`config.mk`:
```
export PLATFORM = sky130hd
export DESIGN_NAME = fsm_stim_tx
export DESIGN_NICKNAME = d
export VERILOG_FILES = /design/src/rtl/fsm_stim_tx.sv
export SDC_FILE = /design/constraint.sdc
export NUM_CORES = 1
export LEC_CHECK = 0
export BUFFER_PORTS_ARGS = -buffer_cell sky130_fd_sc_hd__buf_2
export CAP_MARGIN = 20
export CORE_MARGIN = 2
export CORE_UTILIZATION = 52
export DETAILED_ROUTE_END_ITERATION = 6
export PLACE_DENSITY = 0.77
export RECOVER_POWER = 100
export SYNTH_ARGS = -nofsm -noshare
export SYNTH_HDL_FRONTEND = slang
export SYNTH_SLANG_ARGS = --single-unit
export TNS_END_PERCENT = 100
```
`constraint.sdc`:
```
create_clock -name clk_i -period 1.95 [get_ports clk_i]
set_input_delay 0.0975 -clock clk_i [delete_from_list [all_inputs] [get_ports clk_i]]
set_output_delay 0.0975 -clock clk_i [all_outputs]
set_load 0.05 [all_outputs]
```
`src/rtl/fsm_stim_tx.sv`:
```
// fsm_stim_tx: serial pattern transmitter for single-bit-input Moore sequence detectors.
//
// A word is accepted over a valid/ready handshake while idle. The machine then pulses
// seq_rst_o for one cycle and shifts the word out LSB-first, one bit per clock, with
// bit_valid_o qualifying each bit. frame_done_o pulses once after the last bit.
//
// Optional feature (macro FSM_STIM_TX_PARITY_EN): an even-parity bit is appended
// after the payload in a dedicated PAR state. A frame then lasts WIDTH+4 cycles
// instead of WIDTH+3.
//
// Parameters:
//   WIDTH         bits per frame, 2..32
// Ports:
//   clk_i         system clock, rising edge
//   rst_i         asynchronous active-high reset; aborts any frame in flight
//   word_in_i     frame payload, sampled only on an accepted handshake
//   word_valid_i  producer has a word on word_in_i
//   word_ready_o  block can accept a word (IDLE only)
//   seq_rst_o     one-cycle reset pulse per frame for the downstream detector
//   b_out_o       serial data bit
//   bit_valid_o   b_out_o carries a payload (or parity) bit
//   busy_o        high in every state except IDLE
//   frame_done_o  one-cycle pulse after the last transmitted bit
module fsm_stim_tx #(
  parameter int unsigned WIDTH = 32
) (
  input  logic             clk_i,
  input  logic             rst_i,
  input  logic [WIDTH-1:0] word_in_i,
  input  logic             word_valid_i,
  output logic             word_ready_o,
  output logic             seq_rst_o,
  output logic             b_out_o,
  output logic             bit_valid_o,
  output logic             busy_o,
  output logic             frame_done_o
);

  localparam int unsigned CntW = $clog2(WIDTH);
  localparam logic [CntW-1:0] CntLast = CntW'(WIDTH - 1);

`ifdef FSM_STIM_TX_PARITY_EN
  typedef enum logic [2:0] {StIdle, StSync, StShift, StPar, StDone} state_e;
`else
  typedef enum logic [2:0] {StIdle, StSync, StShift, StDone} state_e;
`endif

  state_e           state_q;
  logic [WIDTH-1:0] shreg_q;
  logic [CntW-1:0]  cnt_q;
  logic             word_ready_q;
  logic             seq_rst_q;
  logic             b_out_q;
  logic             bit_valid_q;
  logic             busy_q;
  logic             frame_done_q;
`ifdef FSM_STIM_TX_PARITY_EN
  logic             par_q;
`endif

  // Shift register contents after this edge's shift; its LSB is the next bit on the wire.
  logic [WIDTH-1:0] shreg_shr;
  assign shreg_shr = shreg_q >> 1;

  // Outputs are registered alongside the state, so each one is loaded with the value
  // the destination state decodes to.
  always_ff @(posedge clk_i or posedge rst_i) begin
    if (rst_i) begin
      state_q      <= StIdle;
      shreg_q      <= '0;
      cnt_q        <= '0;
      word_ready_q <= 1'b1;
      seq_rst_q    <= 1'b0;
      b_out_q      <= 1'b0;
      bit_valid_q  <= 1'b0;
      busy_q       <= 1'b0;
      frame_done_q <= 1'b0;
`ifdef FSM_STIM_TX_PARITY_EN
      par_q        <= 1'b0;
`endif
    end else begin
      unique case (state_q)
        StIdle: begin
          if (word_valid_i) begin
            state_q      <= StSync;
            shreg_q      <= word_in_i;
            cnt_q        <= '0;
            word_ready_q <= 1'b0;
            seq_rst_q    <= 1'b1;
            busy_q       <= 1'b1;
`ifdef FSM_STIM_TX_PARITY_EN
            par_q        <= 1'b0;
`endif
          end
        end
        StSync: begin
          state_q     <= StShift;
          seq_rst_q   <= 1'b0;
          bit_valid_q <= 1'b1;
          b_out_q     <= shreg_q[0];
        end
        StShift: begin
          shreg_q <= shreg_shr;
`ifdef FSM_STIM_TX_PARITY_EN
          par_q   <= par_q ^ shreg_q[0];
`endif
          if (cnt_q == CntLast) begin
            // Counter holds at its last value so it never wraps inside a frame.
`ifdef FSM_STIM_TX_PARITY_EN
            state_q      <= StPar;
            b_out_q      <= par_q ^ shreg_q[0];
`else
            state_q      <= StDone;
            bit_valid_q  <= 1'b0;
            b_out_q      <= 1'b0;
            frame_done_q <= 1'b1;
`endif
          end else begin
            cnt_q   <= cnt_q + 1'b1;
            b_out_q <= shreg_shr[0];
          end
        end
`ifdef FSM_STIM_TX_PARITY_EN
        StPar: begin
          state_q      <= StDone;
          bit_valid_q  <= 1'b0;
          b_out_q      <= 1'b0;
          frame_done_q <= 1'b1;
        end
`endif
        StDone: begin
          state_q      <= StIdle;
          frame_done_q <= 1'b0;
          busy_q       <= 1'b0;
          word_ready_q <= 1'b1;
        end
        default: begin
          state_q      <= StIdle;
          word_ready_q <= 1'b1;
          seq_rst_q    <= 1'b0;
          b_out_q      <= 1'b0;
          bit_valid_q  <= 1'b0;
          busy_q       <= 1'b0;
          frame_done_q <= 1'b0;
        end
      endcase
    end
  end

  assign word_ready_o = word_ready_q;
  assign seq_rst_o    = seq_rst_q;
  assign b_out_o      = b_out_q;
  assign bit_valid_o  = bit_valid_q;
  assign busy_o       = busy_q;
  assign frame_done_o = frame_done_q;

endmodule

```
Yosys cells after proc, flatten, opt, wreduce, memory -nomap -nowiden
Cells that the tools add are included.
{"block": "totals", "ff_bits": 46, "input_bits": 35, "out_inout_bits": 6, "word_cells": 53}
{"block": "classes", "n_bitwise": 4, "eq_ne": 7, "reduce_logical": 13, "addsub": 1, "mux": 19}
{"cell": "$pmux 32 s2", "n": 1}
{"cell": "$mux 32", "n": 1}
{"cell": "$reduce_and 2->1", "n": 6}
{"cell": "$mux 5", "n": 2}
{"cell": "$pmux 5 s2", "n": 1}
{"cell": "$pmux 3 s3", "n": 1}
{"cell": "$pmux 1 s2", "n": 4}
{"cell": "$reduce_or 2->1", "n": 4}
{"cell": "$eq 3x2->1 const B", "n": 2}
{"cell": "$mux 3", "n": 2}
{"cell": "$ne 2x2->1 const B", "n": 3}
{"cell": "$pmux 1 s3", "n": 2}
{"cell": "$add 5x1->5 const B", "n": 1}
{"cell": "$eq 5x5->1 const B", "n": 1}
{"cell": "$mux 1", "n": 5}
{"cell": "$not 1->1", "n": 4}
{"cell": "$eq 3x1->1 const B", "n": 1}
{"cell": "$logic_not 3->1", "n": 1}
{"cell": "$reduce_and 3->1", "n": 1}
{"cell": "$reduce_bool 2->1", "n": 1}

Depth between registers and ports, before layout
{"block": "logic_depth", "depth_word": 4, "ltp_mapped": 8, "ltp_nobuf": 6}

Worst setup path after synthesis
OpenSTA, ideal clock, no wires.
{"block": "synth_timing", "kind": "register to register", "from": "register cnt_q[0]", "to": "register bit_valid_q (netlist: bit_valid_o)", "stages_incl_launch_ff": 7, "arrival_ps": 1605, "synth_period_minus_slack_ps": 1729, "path_buffers": 1, "required_ps": 1825, "setup_ps": 125, "path_slack_ps": 221, "path_cell_list": "dfrtp_1 > ha_1 > and3_1 > ha_1 > clkbuf_1 > o21ai_0 > mux2_2"}
{"block": "synth_between", "elab_chain_cells": 3}
{"element": "start, declared", "line_no": "50", "rtl": "logic [CntW-1:0] cnt_q;"}
{"element": "start signal, assigned", "line_no": "119", "rtl": "cnt_q <= cnt_q + 1'b1;"}
{"element": "$eq 5x5->1", "line_no": "107", "rtl": "if (cnt_q == CntLast) begin"}
{"element": "$ne 2x2->1 (no source line)"}
{"element": "$reduce_and 2->1 (no source line)"}
{"element": "end signal, assigned", "line_no": "99", "rtl": "bit_valid_q <= 1'b1;"}
{"element": "end signal, assigned", "line_no": "114", "rtl": "bit_valid_q <= 1'b0;"}
{"element": "end signal, assigned", "line_no": "142", "rtl": "bit_valid_q <= 1'b0;"}
{"element": "end, declared", "line_no": "54", "rtl": "logic bit_valid_q;"}
No other way between the ends.
A chain may end at the register's enable or synchronous reset.

Worst setup path after layout
{"block": "layout_timing", "from": "register state_q[1]", "to": "register cnt_q[3]"}
{"block": "layout_between", "elab_chain_cells": 3, "word_cells_on_any_way": 7, "cone_classes": "eq/ne: 3; mux: 1; reduce/logical: 3"}
{"element": "start, declared", "line_no": "48", "rtl": "state_e state_q;"}
{"element": "start signal, assigned", "line_no": "69", "rtl": "state_q <= StIdle;"}
{"element": "start signal, assigned", "line_no": "85", "rtl": "state_q <= StSync;"}
{"element": "start signal, assigned", "line_no": "97", "rtl": "state_q <= StShift;"}
{"element": "$eq 3x2->1 or $logic_not 3->1 (tied branches)", "line_no": "82", "rtl": "unique case (state_q)"}
{"element": "$ne 2x2->1 (no source line) or $reduce_bool 2->1 (tied branches)"}
{"element": "$reduce_and 3->1 (no source line)"}
Parallel ways exist; a longest one is shown, timed or not.

==> flow_summary.toml <==
[status]
status = "complete, no violations"

[drt]
avgRoutedWirePerCell_um = 12.7
vias = 1566
totalWireLength_um = 3850
drc = 0
firstDrtPassIters = 4
post_drt_via_cell_ratio = 5.19
drt_iter0_drc = 64
drtAntennaViolNets = 0

[final_layout]
syn2layout_area_growth_pct = 13.4
finalNetCount = 294
fin_util_pct = 62.5
finalInstanceArea_mm2 = 0.00254
antenna_cells = 0
drive_above_1_share_pct = 20.6
instances_no_fill = 302
fill_cells = 338
final_cell_mix = "44 x dfrtp_1, 38 x nand2_1, 34 x o21ai_0, 34 x buf_2, 31 x mux2i_1"
final_common_cell = "dfrtp_1"

[sta]
timing.hold.ws_ps = 74.1
max-slew-margin-rel_pct = 48.1
setup_ws_ps = 155
fin_crit_ps = 1800
fin_tns_setup_ps = 0
slew_violations = 0
worst_slew_pin_slew_ps = 774
setup_viol = 0
grt_setup_unrepaired = "no"
fin_crit_sh_pct = 92.1
skew_ps = 9.82
hold_violations = 0
fmax_ghz = 0.557

[synth]
synthMuxAreaShare_pct = 15.9
synthAdderAreaFrac_pct = 3.91
synthFlopType = "dfrtp_1"
avgSynthCellArea_um2 = 10.5
synth_compound_area_share_pct = 13.5
synth_top_family_by_area = "multiplexers"
syn_inst = 214
synth_cell_types = 34
yosysWarnings = 0
synth_area_mm2 = 0.00224
yosys.area_share.simple_pct = 11.2
synth_nets = 256
async_flop_share_pct = 100
seq_area_frac_synth_pct = 50.4
yosys_register_bits = 45
synth-edff-count = 0
synthXorXnorAreaFrac_pct = 0

[setup_path]
worstPathRequired_ps = 2150
cp-start-kind = "register"
timing_worst_setup_path_type = "register to register"
r2r_start = "state_q[1]$_DFFE_PP0P_"
cp-end-kind = "register"
critPathMaxFanout = 69
startpoint = "state_q[1]$_DFFE_PP0P_"
arrival_ps = 1990

[power]
power_density_mw_per_mm2 = 1650
power_leakage_nw = 1.21
vdd_ir_drop_max_uv = 802
total_power_mw = 4.19

[placed_design]
portBuffers = 40
dp_slack_ps = 154
postPlaceCellArea_mm2 = 0.00246
dp_hpwl_um = 2690
place.gp.congestion = 0.852
dp_cells = 294

[die]
core-area_mm2 = 0.00406
start_util_pct = 55.2
dieHeight_um = 69.6
core.rowCount = 23
fp.dieW_um = 69.6
num_io_pins = 41
dieArea_mm2 = 0.00485

[clock_network]
path_clk_slew_ps = 80
cts_root_buffer = "clkbuf_8"
numCtsBuffers = 5
cts_setup_buffers = 0
cts_sinks = 45
cts.htree.levels = 2
clk_latency_ps = 300
clk_path_buf_depth = 2
cts_tree = "built"

[global_route]
antenna_found_initial = 0
grt_pass1_wl_um = 6840
globalRouteOverflowTotal = 0
grt_usage_pct = 17.4
grt_pass1_vias = 1482
grt_max_degree = 70

[min_path]
hp-start = "word_in_i[1]"
hp-class = "primary input to register"

[job]
maxCapViolations = 0
==> registers in the layout, indices dropped and copies added (netlist names) <==
name	count
state_q	2
bit_valid_o	1
seq_rst_o	1
word_ready_o	1
b_out_o	1
shreg_q	32
frame_done_o	1
busy_o	1
cnt_q	5
==> repair_timing <==
action	CTS	global route
setup endpoints to repair	0	2
hold buffers	1	0
hold endpoints to repair	21	0
gates resized for setup	0	1
==> path summary, 6_finish.rpt <==
| check | end | slack (ps) | cells after the start |
|---|---|---|---|
| setup / recovery | cnt_q[3]$_DFFE_PP0P_ | 150 | 6 |
| setup reg to reg | cnt_q[3]$_DFFE_PP0P_ | 150 | 6 |
| hold / removal | shreg_q[1]$_DFFE_PP0P_ | 70 | 3 |
| hold reg to reg | shreg_q[26]$_DFFE_PP0P_ | 480 | 2 |
| max in group asynchronous | shreg_q[25]$_DFFE_PP0P_ | 590 | 4 |
| min in group asynchronous | cnt_q[4]$_DFFE_PP0P_ | 380 | 3 |
==> cells by family after synthesis <==
logic type               after synthesis
AO/OA/AOI/OAI                         52
multiplexers                          34
buffers and inverters                 19
adder cells (fa/ha/maj)                7
flip-flops                            45
AND/OR/NAND/NOR                       57
==> final cells by class <==
type                    count  area [µm²]  area share, %
repair buffers             45         243           9.57
well taps                  50        62.6           2.47
inverters                   5        18.8          0.740
flip-flops and latches     45        1130           44.4
multi-input cells         150        1000           39.4
clock buffers               7        86.3           3.40
==> power breakdown <==
group	switching (mW)	internal [mW]	total (mW)
Combinational	1.16	0.819	1.97
Sequential	0.258	1.39	1.64
Clock	0.295	0.281	0.576
==> worst max-delay path, stage by stage, from the launching register on <==
cell     delay (ps)
dfrtp_1         440
inv_1           100
ha_1            360
mux2i_4         310
buf_12          260
a22oi_1         140
o41ai_2          60
==> cells in the mapped netlist (all sizes together) (2+ instances only) <==
library cell,count,area (µm²)
dfrtp,44,1100
clkbuf,3,13.8
mux2i,32,333
nand2b,4,25.0
inv,5,18.8
o22ai,3,18.8
mux2,2,22.5
nor2b,2,12.5
buf,11,83.8
a21oi,5,25.0
nand2,38,143
o22a,2,17.5
o21ai,35,175
a2bb2oi,2,17.5
nor2,5,18.8
ha,7,87.6
a22oi,2,15.0
==> metal layers <==
| metal | routed length (µm) | global-route usage, % |
|---|---|---|
| met4 | 65 | 7.26 |
| met2 | 1650 | 26.0 |
| met3 | 176 | 4.51 |
| met5 | 0 | 0 |
| met1 | 1960 | 24.3 |
(Power assumes the default switching activity.)
